`config.mk`:
```
export PLATFORM = sky130hd
export DESIGN_NAME = reg_file_wb
export DESIGN_NICKNAME = d
export VERILOG_FILES = /design/src/rtl/regfile_pkg.sv /design/src/rtl/wb_stage_buf.sv /design/src/rtl/reg_file_wb.sv
export SDC_FILE = /design/constraint.sdc
export NUM_CORES = 1
export LEC_CHECK = 0
export BUFFER_PORTS_ARGS = -buffer_cell sky130_fd_sc_hd__buf_2
export CORE_MARGIN = 1.5
export CORE_UTILIZATION = 63
export CTS_CLUSTER_DIAMETER = 60
export DETAILED_ROUTE_END_ITERATION = 7
export PLACE_DENSITY = 0.83
export SLEW_MARGIN = 20
export SYNTH_ARGS = -nofsm -noshare
export SYNTH_HDL_FRONTEND = slang
export SYNTH_HIERARCHICAL = 1
export SYNTH_SLANG_ARGS = --single-unit
```
`constraint.sdc`:
```
create_clock -name clk -period 2.4 [get_ports clk]
set_input_delay 0.12 -clock clk [delete_from_list [all_inputs] [get_ports clk]]
set_output_delay 0.12 -clock clk [all_outputs]
set_load 0.02 [all_outputs]
```
`src/rtl/regfile_pkg.sv`:
```
// Shared constants for the register file: data/address widths, the hardwired
// zero register and a few named register indices.
package regfile_pkg;

    localparam int DATA_W = 16;
    localparam int ADDR_W = 5;

    localparam logic [4:0] REG_ZERO = 5'd0;
    localparam logic [4:0] T0       = 5'd8;
    localparam logic [4:0] S0       = 5'd16;
    localparam logic [4:0] RA       = 5'd31;

endpackage

```
`src/rtl/wb_stage_buf.sv`:
```
// One-entry write-back staging buffer: captures a register write and presents
// it for one cycle as a pending commit to the register array.
module wb_stage_buf #(
    parameter int DATA_W = regfile_pkg::DATA_W,
    parameter int ADDR_W = regfile_pkg::ADDR_W
) (
    input  logic              clk,
    input  logic              reset,
    input  logic              reg_write,
    input  logic [ADDR_W-1:0] write_addr,
    input  logic [DATA_W-1:0] write_data,
    output logic              pend_valid,
    output logic [ADDR_W-1:0] pend_addr,
    output logic [DATA_W-1:0] pend_data
);
    import regfile_pkg::*;

    // Writes aimed at register 0 are dropped here, so they never become pending.
    always_ff @(posedge clk) begin
        if (reset) begin
            pend_valid <= 1'b0;
            pend_addr  <= '0;
            pend_data  <= '0;
        end else if (reg_write && (write_addr != ADDR_W'(REG_ZERO))) begin
            pend_valid <= 1'b1;
            pend_addr  <= write_addr;
            pend_data  <= write_data;
        end else begin
            pend_valid <= 1'b0;
        end
    end

endmodule

```
`src/rtl/reg_file_wb.sv`:
```
// Register file with a staged write-back path and combinational reads that
// forward from the staging buffer; register 0 always reads as zero.
module reg_file_wb #(
    parameter int DATA_W   = regfile_pkg::DATA_W,
    parameter int ADDR_W   = regfile_pkg::ADDR_W,
    parameter int NUM_REGS = 32,
    parameter int BYPASS   = 1
) (
    input  logic              clk,
    input  logic              reset,
    input  logic              reg_write,
    input  logic [ADDR_W-1:0] write_addr,
    input  logic [DATA_W-1:0] write_data,
    input  logic [ADDR_W-1:0] read_addr1,
    input  logic [ADDR_W-1:0] read_addr2,
    output logic [DATA_W-1:0] read_data1,
    output logic [DATA_W-1:0] read_data2,
    output logic              wb_pending
);
    import regfile_pkg::*;

    logic [DATA_W-1:0] regs [NUM_REGS];
    logic              pend_valid;
    logic [ADDR_W-1:0] pend_addr;
    logic [DATA_W-1:0] pend_data;

    wb_stage_buf #(
        .DATA_W (DATA_W),
        .ADDR_W (ADDR_W)
    ) u_wb_stage_buf (
        .clk        (clk),
        .reset      (reset),
        .reg_write  (reg_write),
        .write_addr (write_addr),
        .write_data (write_data),
        .pend_valid (pend_valid),
        .pend_addr  (pend_addr),
        .pend_data  (pend_data)
    );

    // The array only ever takes the previous cycle's captured write; a reset
    // discards whatever is pending.
    always_ff @(posedge clk) begin
        if (reset) begin
            for (int i = 0; i < NUM_REGS; i++) begin
                regs[i] <= '0;
            end
        end else if (pend_valid) begin
            regs[pend_addr] <= pend_data;
        end
    end

    function automatic logic [DATA_W-1:0] read_mux(
        input logic [ADDR_W-1:0] addr,
        input logic [DATA_W-1:0] arr_val,
        input logic              pv,
        input logic [ADDR_W-1:0] pa,
        input logic [DATA_W-1:0] pd
    );
        if (addr == ADDR_W'(REG_ZERO)) begin
            return '0;
        end else if ((BYPASS != 0) && pv && (addr == pa)) begin
            return pd;
        end else begin
            return arr_val;
        end
    endfunction

    assign read_data1 = read_mux(read_addr1, regs[read_addr1], pend_valid, pend_addr, pend_data);
    assign read_data2 = read_mux(read_addr2, regs[read_addr2], pend_valid, pend_addr, pend_data);
    assign wb_pending = pend_valid;

endmodule

```
Word level (Yosys, flattened, before mapping)
Memory sizes are Yosys's and may differ from the RTL's.
Cells that the tools add are included.
Word-level totals
  RAM bits: 512
  memories: 1
  register bits: 22
Memories
  regs: words 32, width 16, read ports 2, clocked after memory_dff 0, wr ports 32, RTL line reg_file_wb.sv:22  | logic [DATA_W-1:0] regs [NUM_REGS];
Cells by class
  reductions and logical operators: 7
  equal/unequal tests: 2
  mux-type cells: 13
Operators by type and width (number)
  16-bit two-way mux: 5
  16-bit OR reduction: 1
  5-bit == test: 2
  5-bit zero test: 2
  1-bit two-way mux: 7
  5-bit two-way mux: 1
  5-bit nonzero test: 1
  1-bit logical AND: 3

Longest topological paths before layout
Gate-level depths: netlist of run 1.
  depth after elaboration: 5
  gate-level depth with buffers: 9
  depth with buffers taken out: 5

Modules after synthesis
The synthesis of run 1 kept the hierarchy.
Modules (own cells, without submodules)
  reg_file_wb: area each 27615.2 um^2, cells each 1865, instances 1
  wb_stage_buf: area each 1173.6 um^2, cells each 142, instances 1

Worst setup path before layout of run 1
Ideal clock, no wire load.
  kind: register to output
  start: reg u_wb_stage_buf.pend_addr[4]
  end: out read_data2[11]
  cell stages (with the launch flop): 8
  required time: 2280 ps
  arrival: 1919 ps
  setup slack: 361 ps
  path buffers: 2
  cell sequence: dfxtp_1 > clkbuf_1 > xnor2_1 > nand4_1 > o211ai_1 > clkbuf_1 > a21oi_1 > a211o_1
On the way
  word-level cells in the longest chain between the ends: 4
RTL lines
  start, declared: RTL line wb_stage_buf.sv:13  | output logic [ADDR_W-1:0] pend_addr,
  start signal, assigned: RTL line wb_stage_buf.sv:26  | pend_addr <= write_addr;
  5-bit == test: RTL line reg_file_wb.sv:62  | end else if ((BYPASS != 0) && pv && (addr == pa)) begin
  1-bit logical AND: RTL line reg_file_wb.sv:62
  16-bit two-way mux: RTL line reg_file_wb.sv:62
  16-bit two-way mux: RTL line reg_file_wb.sv:60  | if (addr == ADDR_W'(REG_ZERO)) begin
  end, declared: RTL line reg_file_wb.sv:17  | output logic [DATA_W-1:0] read_data2,
Every way passes these cells.

==> impl_metrics.csv, run 1 <==
group,metric,value,unit
outcome,outcome,"finished with violations",
outcome,violations,"setup timing",
worst_setup_path,path_common_cell,"a22o_1",
worst_setup_path,worstReg2RegStart,"u_wb_stage_buf/pend_valid$_SDFF_PP0_",
clock_network,root_buffer,"clkbuf_16",
sta,clock.fmax,334,MHz
power_and_ir_drop,p_sw_share,25.8,%
worst_setup_path,crit_fanout,2,
logic_synthesis,synth_cell_types,50,
logic_synthesis,synth_edf_count,512,
power_and_ir_drop,internal_power,0.0168,W
sta,finalCriticalPeriod,2990,ps
final_layout,nNetsFinal,2189,
hold_path,holdCritPathClass,"in2reg",
placed_design,place.gp.congestion,1.04,
power_and_ir_drop,p_per_area,668,nW/um^2
run,maxCapViolCount,0,
hold_path,holdCritStartpoint,"reg_write",
drt,drc,0,
worst_setup_path,end_kind,"primary output",
power_and_ir_drop,peakVddDrop,521,uV
clock_network,clock_path_buffers,3,
global_route,overflow,0,
worst_setup_path,required,2280,ps
power_and_ir_drop,total_power,0.0227,W
logic_synthesis,syn_avg_cell_area,14.3,sq um
logic_synthesis,synth-seq-area-share,54.9,%
global_route,grt_pass1_wl,137000,um
clock_network,clk_pin_slew_worst_paths,60,ps
logic_synthesis,synth-async-reset-ratio,0,%
die,die_area,47000,sq um
die,start_util,63.7,%
sta,rsz0062_at_grt,"yes",
drt,wl_per_cell,33.9,um
logic_synthesis,ys.flop_type,"edfxtp_1",
drt,dr_total_vias,21000,
die,coreArea,45200,sq um
worst_setup_path,reg2reg_slack,40,ps
drt,routed_via_density,7.49,
drt,drt_wl_total,95200,um
worst_setup_path,setup.worst_path.start_class,"register",
die,io_pins,67,
worst_setup_path,critPathSlowestCell,"mux4_2",
logic_synthesis,synthTopCellsByArea,"edfxtp_1 53%, mux4_2 17%, and2_1 11%, mux2i_1 2.3%, a22oi_1 2.0%",
clock_network,cts_tree,"built",
sta,hold_violations,0,
power_and_ir_drop,pwr-share-comb,13.9,%
logic_synthesis,ys_warn_count,6,
die,fp.dieW,217,um
sta,fin_worst_skew,16.9,ps
sta,setup_ws,-590,ps
die,row_count,78,
logic_synthesis,ys_ff_latch,534,
placed_design,dp_hpwl,59500,um
worst_setup_path,cp_cell_sequence,"mux4_2, a22o_1, a2111oi_4, buf_4, a21oi_1, a22o_1, buf_2",
sta,slew_headroom,30.9,%
final_layout,instances_no_fill,2805,
sta,tightest_slew,1040,ps
global_route,antenna_found_initial,6,
logic_synthesis,synthTopCellsByCount,"514 x and2_1, 512 x edfxtp_1, 223 x mux4_2, 149 x clkbuf_1, 77 x a22oi_1",
power_and_ir_drop,clock_power_share,38.0,%
power_and_ir_drop,p_leak,12.4,nW
logic_synthesis,synthesis.area,28800,sq um
clock_network,numCtsBuffers,54,
final_layout,drive_gt1_share,32.4,%
clock_network,clk_latency,620,ps
logic_synthesis,syn_nets,2041,
final_layout,nFillCells,2389,
worst_setup_path,worst-setup-path-type,"reg2out",
clock_network,htree_num_levels,2,
die,fp.dieH,217,um
power_and_ir_drop,seq_power_share,48.1,%
worst_setup_path,critPathMaxStageDelay,520,ps
power_and_ir_drop,p_sw,0.00586,W
worst_setup_path,r2r.worst_path.cells,5,
sta,report.final.slew_viol_count,0,
worst_setup_path,worstPathArrival,2870,ps
drt,antenna_left,0,
final_layout,area_delta_synth_final,18.0,%
logic_synthesis,synth_top_area_share,53.4,%
placed_design,dp_cells,2656,
drt,initialDrtViolationCount,3961,
placed_design,io_buffers,66,
worst_setup_path,startpoint,"regs[15][1]$_SDFFCE_PN0P_",
placed_design,dp_worst_setup_slack,-170,ps
clock_network,cts_sinks,534,
logic_synthesis,syn_inst,2007,
global_route,grt_max_degree,56,
logic_synthesis,yosysMostFrequentCell,"and2_1",
logic_synthesis,yosysTopAreaCell,"edfxtp_1",
sta,period_share,125,%
sta,finalSetupViolations,32,
hold_path,hold_depth,4,
global_route,grt_pass1_vias,20500,
drt,firstDrtPassIters,6,
global_route,grt_use_total,40.5,%
-- final timing paths --
kind | to
worst max-delay path | read_data1[1]
worst min-delay path | u_wb_stage_buf/pend_data[6]$_SDFFE_PP0P_
worst max register to register | regs[0][5]$_SDFFCE_PN0P_
worst min register to register | u_wb_stage_buf/pend_data[9]$_SDFFE_PP0P_
-- layer usage --
layer,wire [um],global-route usage [%],part of all wire [%]
met3,17300,17.6,18
met4,5830,19.5,6.1
met5,58,0,0.061
met1,30000,51.4,31
met2,42000,60.2,44
-- placed cells by master (no fill, tap or decap), drive strengths merged, types with 2 or more instances in the layout --
cell / n
and2: 515
a21oi: 66
dlygate4sd3: 28
o22ai: 16
mux4: 223
inv: 7
or3: 3
dfxtp: 22
a311oi: 4
nand4: 18
xor2: 2
o211ai: 2
nor2b: 7
bufinv: 6
a22o: 31
clkbuf: 70
a211o: 15
nand4b: 2
or3b: 3
xnor2: 8
nand2: 24
nand2b: 2
buf: 271
o221ai: 16
edfxtp: 512
nor3b: 17
diode: 8
o311ai: 16
o21ai: 2
clkinv: 23
nand3b: 5
nor2: 40
a31oi: 18
mux2i: 67
or2: 32
a2111oi: 17
a22oi: 77
-- logic make-up (layout without fill, tap and decap cells) --
group / Yosys count / in the layout / synth area share [%]
and+or+nand+nor: 673 / 673 / 14.3
DFF: 534 / 534 / 54.9
muxes: 291 / 291 / 19.8
AOI/OAI and AO/OA: 283 / 283 / 7.40
buffers and inverters: 216 / 406 / 3.26
xor gates and xnor gates: 10 / 10 / 0.304
other: 0 / 8 / 0
-- worst max-delay path: cells and delay by family, from the launching register on --
family,cells,cell delay [ps]
flip-flops,1,450
buffers and inverters,2,360
multiplexers,1,520
AO/OA/AOI/OAI,4,930
-- cell type report --
type / instances / area [sq um] / area share (%)
well taps: 600 / 751 / 2.21
multi-input cells: 1257 / 12700 / 37.4
inverters: 8 / 30.0 / 0.0884
clock buffers: 69 / 1470 / 4.33
flip-flops and latches: 534 / 15800 / 46.6
repair buffers: 300 / 2860 / 8.42
clock inverters: 29 / 292 / 0.858
diodes: 8 / 20.0 / 0.0589
-- state kept, by name, indices dropped and copies added (netlist names) --
signal	count
regs	512
u_wb_stage_buf/pend_data	16
u_wb_stage_buf/pend_valid	1
u_wb_stage_buf/pend_addr	5
-- power groups by stage --
stage | registers, W | logic [W] | clock network [W]
6_report | 0.0109 | 0.00316 | 0.00862
5_1_grt | 0.0109 | 0.00321 | 0.00889
4_1_cts | 0.0109 | 0.00295 | 0.00854
3_5_place_dp | 0.0111 | 0.00264 | 0
3_3_place_gp | 0.0110 | 0.00258 | 0
2_1_floorplan | 0.0109 | 0.00164 | 0
-- timing repair --
| action | in CTS | in global routing |
|---|---|---|
| pin swaps | 49 | 6 |
| buffers inserted | 17 | 0 |
| gates resized for setup | 160 | 25 |
| hold buffers | 28 | 0 |
| hold endpoints to repair | 22 | 0 |
| endpoints found under the setup margin | 32 | 32 |
| cloned | 2 | 0 |
-- stage by stage --
| stage | hold slack [ps] | util, % | cell area, sq um | setup TNS (ps) |
|---|---|---|---|---|
| final | 120 | 75.2 | 34000 | -14900 |
| after global routing | 161 | 75.2 | 34000 | -14720 |
| after CTS | 92.5 | 74.8 | 33800 | -10620 |
| after detailed placement | 387 | 68.4 | 30900 | -369 |
| after global placement | 370 | 68.4 | 30900 | -536 |
| after floorplan | 267 | - | 28800 | 0 |
No activity file was read; power rests on OpenSTA's default activity.
==> run 2, diff against run 1 <==
Settings changed: SETUP_SLACK_MARGIN set to 0.2, TNS_END_PERCENT set to 50.
Clock period 2.4 ns to 2.9 ns, I/O delays scaled along.
==> run 2 against run 1 <==
The run now ends clean. Wire length down 8.5%. Count of clock-buffer cells in the layout down 5. Cell count down 2.6%. Critical path depth unchanged. Via count down 4.3%. Sequential share of layout area up 2.0 points. Register-to-register slack better by 500 ps. Core utilization down 3.1 points. Die area unchanged. Total power down 21%. Clock power down 23%. Combinational power down 28%. Critical endpoint is now read_data1[3]. Largest power group unchanged.
==> impl_metrics.csv, run 2 (synthesis results as in run 1) <==
group,metric,value,unit
worst_setup_path,path_common_cell,"a22o_1",
placed_design,dp_hpwl,56100,um
final_layout,nFillCells,2676,
sta,fin_worst_skew,11.5,ps
die,io_pins,67,
global_route,grt_pass1_wl,126000,um
global_route,grt_use_total,37.4,%
worst_setup_path,cp_num_buf_inv,2,
power_and_ir_drop,peakVddDrop,371,uV
clock_network,clock_path_buffers,3,
final_layout,drive_gt1_share,28.2,%
clock_network,root_buffer,"clkbuf_16",
clock_network,numCtsBuffers,53,
worst_setup_path,critPathSlowestCell,"mux4_2",
final_layout,largest-register,"regs",
worst_setup_path,setup.worst_path.start_class,"register",
placed_design,place.gp.congestion,0.965,
worst_setup_path,crit_family,"compound AO/OA/AOI/OAI gates",
global_route,antenna_found_initial,4,
die,fp.dieW,217,um
drt,routed_via_density,7.37,
worst_setup_path,r2r.worst_path.cells,4,
clock_network,clk_latency,610,ps
die,die_area,47000,sq um
drt,initialDrtViolationCount,3493,
worst_setup_path,cp_cell_sequence,"mux4_2, a22o_1, a2111oi_4, buf_4, a21oi_1, a22o_1, buf_2",
worst_setup_path,worst-setup-path-type,"reg2out",
sta,finalSetupTns,0,ps
final_layout,largest_reg_flops,512,
sta,rsz0062_at_grt,"yes",
final_layout,reg_top3,"regs: 512 flops, u_wb_stage_buf/pend_data: 16 flops, u_wb_stage_buf/pend_addr: 5 flops",
hold_path,holdCritPathClass,"in2reg",
die,coreArea,45200,sq um
clock_network,clk_pin_slew_worst_paths,60,ps
final_layout,area_delta_synth_final,13.2,%
placed_design,io_buffers,66,
worst_setup_path,crit_cells,7,
final_layout,mostFrequentLayoutCell,"and2_1",
worst_setup_path,startpoint,"regs[11][3]$_SDFFCE_PN0P_",
worst_setup_path,end_kind,"primary output",
final_layout,final_cell_mix,"515 x and2_1, 512 x edfxtp_1, 223 x mux4_2",
global_route,grt_pass1_vias,19300,
global_route,overflow,0,
sta,clock.fmax,352,MHz
sta,period_share,97.9,%
worst_setup_path,reg2reg_slack,540,ps
drt,wl_per_cell,31.9,um
sta,report.final.slew_viol_count,0,
worst_setup_path,required,2760,ps
global_route,grt_max_degree,72,
sta,hold_slack,144,ps
final_layout,nNetsFinal,2127,
drt,firstDrtPassIters,6,
worst_setup_path,cp-endpoint,"read_data1[3]",
die,start_util,63.7,%
drt,antenna_left,0,
drt,dr_total_vias,20100,
worst_setup_path,worstReg2RegStart,"u_wb_stage_buf/pend_valid$_SDFF_PP0_",
outcome,outcome,"finished clean",
drt,drc,0,
power_and_ir_drop,p_leak,11.9,nW
clock_network,cts_sinks,534,
worst_setup_path,reg2reg_to,"regs[20][15]$_SDFFCE_PN0P_",
clock_network,htree_num_levels,2,
sta,hold_violations,0,
worst_setup_path,crit_fanout,2,
hold_path,holdCritStartpoint,"reg_write",
clock_network,cts_tree,"built",
sta,tightest_slew,1160,ps
die,row_count,78,
power_and_ir_drop,p_per_area,549,nW/um^2
worst_setup_path,critPathMaxStageDelay,470,ps
die,fp.dieH,217,um
drt,drt_wl_total,87100,um
sta,slew_headroom,22.5,%
sta,finalSetupViolations,0,
sta,finalCriticalPeriod,2840,ps
run,maxCapViolCount,0,
worst_setup_path,worstPathArrival,2690,ps
## run 2: changes by cell type in the layout (fill, tap and decap cells not counted), moves of 15 or more
cell and delta:
a21oi_2 -19, buf_4 -29, a21oi_1 +29, buf_12 -23, buf_2 +15, buf_6 -22, a22oi_1 +15, a22oi_2 -15
## run 2: through the flow
| step | area [sq um] | instances | total power, W | util, % | setup WS, ps |
|---|---|---|---|---|---|
| floorplan | 28800 | 2007 | 0.0103 | - | 836 |
| global placement | 30100 | 2595 | 0.0111 | 66.7 | 238 |
| detailed placement | 30100 | 2595 | 0.0112 | 66.7 | 257 |
| CTS | 32500 | 2721 | 0.0177 | 71.8 | 113 |
| global route | 32600 | 2732 | 0.0182 | 72.1 | 55.8 |
| finish | 32600 | 2732 | 0.0179 | 72.1 | 61.0 |
## run 2: repair_timing
action | 4_1_cts | 5_1_grt
pin swaps | 30 | 11
setup endpoints to repair | 32 | 30
hold buffers | 27 | 0
hold endpoints to repair | 21 | 0
gates resized for setup | 65 | 12
setup buffers | 6 | 10
## run 2: area by class of cell
class / count / area, sq um / share of cell area, %
sequential: 534 / 15800 / 48.6
tap: 600 / 751 / 2.30
antenna: 1 / 2.50 / 0.00768
inverter: 8 / 30.0 / 0.0921
clock buffer: 64 / 1420 / 4.37
multi-input combinational: 1257 / 12400 / 38.0
clock inverter: 29 / 191 / 0.587
timing repair buffer: 239 / 1990 / 6.09
## run 2: worst reg2reg max path, delay by kind of cell (launching register included)
family        cells  cell delay, ps
flops             1             490
simple gates      4            1500
## run 2: layer usage
metal  track usage, %  routed length [um]  vias to the layer above
met1             50.9               29400                     9970
li1                 -                   -                     7965
met4             18.8                4950                        4
met5                0                  29                        -
met2             55.2               39000                     1897
met3             11.3               13800                      286
## run 2: worst min path at each step
stage                                                      to  cells past startpoint
finish               u_wb_stage_buf/pend_addr[1]$_SDFFE_PP0P_                      3
global route         u_wb_stage_buf/pend_addr[1]$_SDFFE_PP0P_                      3
CTS                  u_wb_stage_buf/pend_addr[1]$_SDFFE_PP0P_                      3
detailed placement  u_wb_stage_buf/pend_data[12]$_SDFFE_PP0P_                      3
global placement     u_wb_stage_buf/pend_data[6]$_SDFFE_PP0P_                      3
floorplan            u_wb_stage_buf/pend_addr[2]$_SDFFE_PP0P_                      2
## run 2: where the power goes
group / leakage [nW] / switching (W) / internal (W)
Clock: 0.798 / 0.00295 / 0.00365
Sequential: 5.45 / 0.000318 / 0.00872
Combinational: 5.61 / 0.00132 / 0.000949
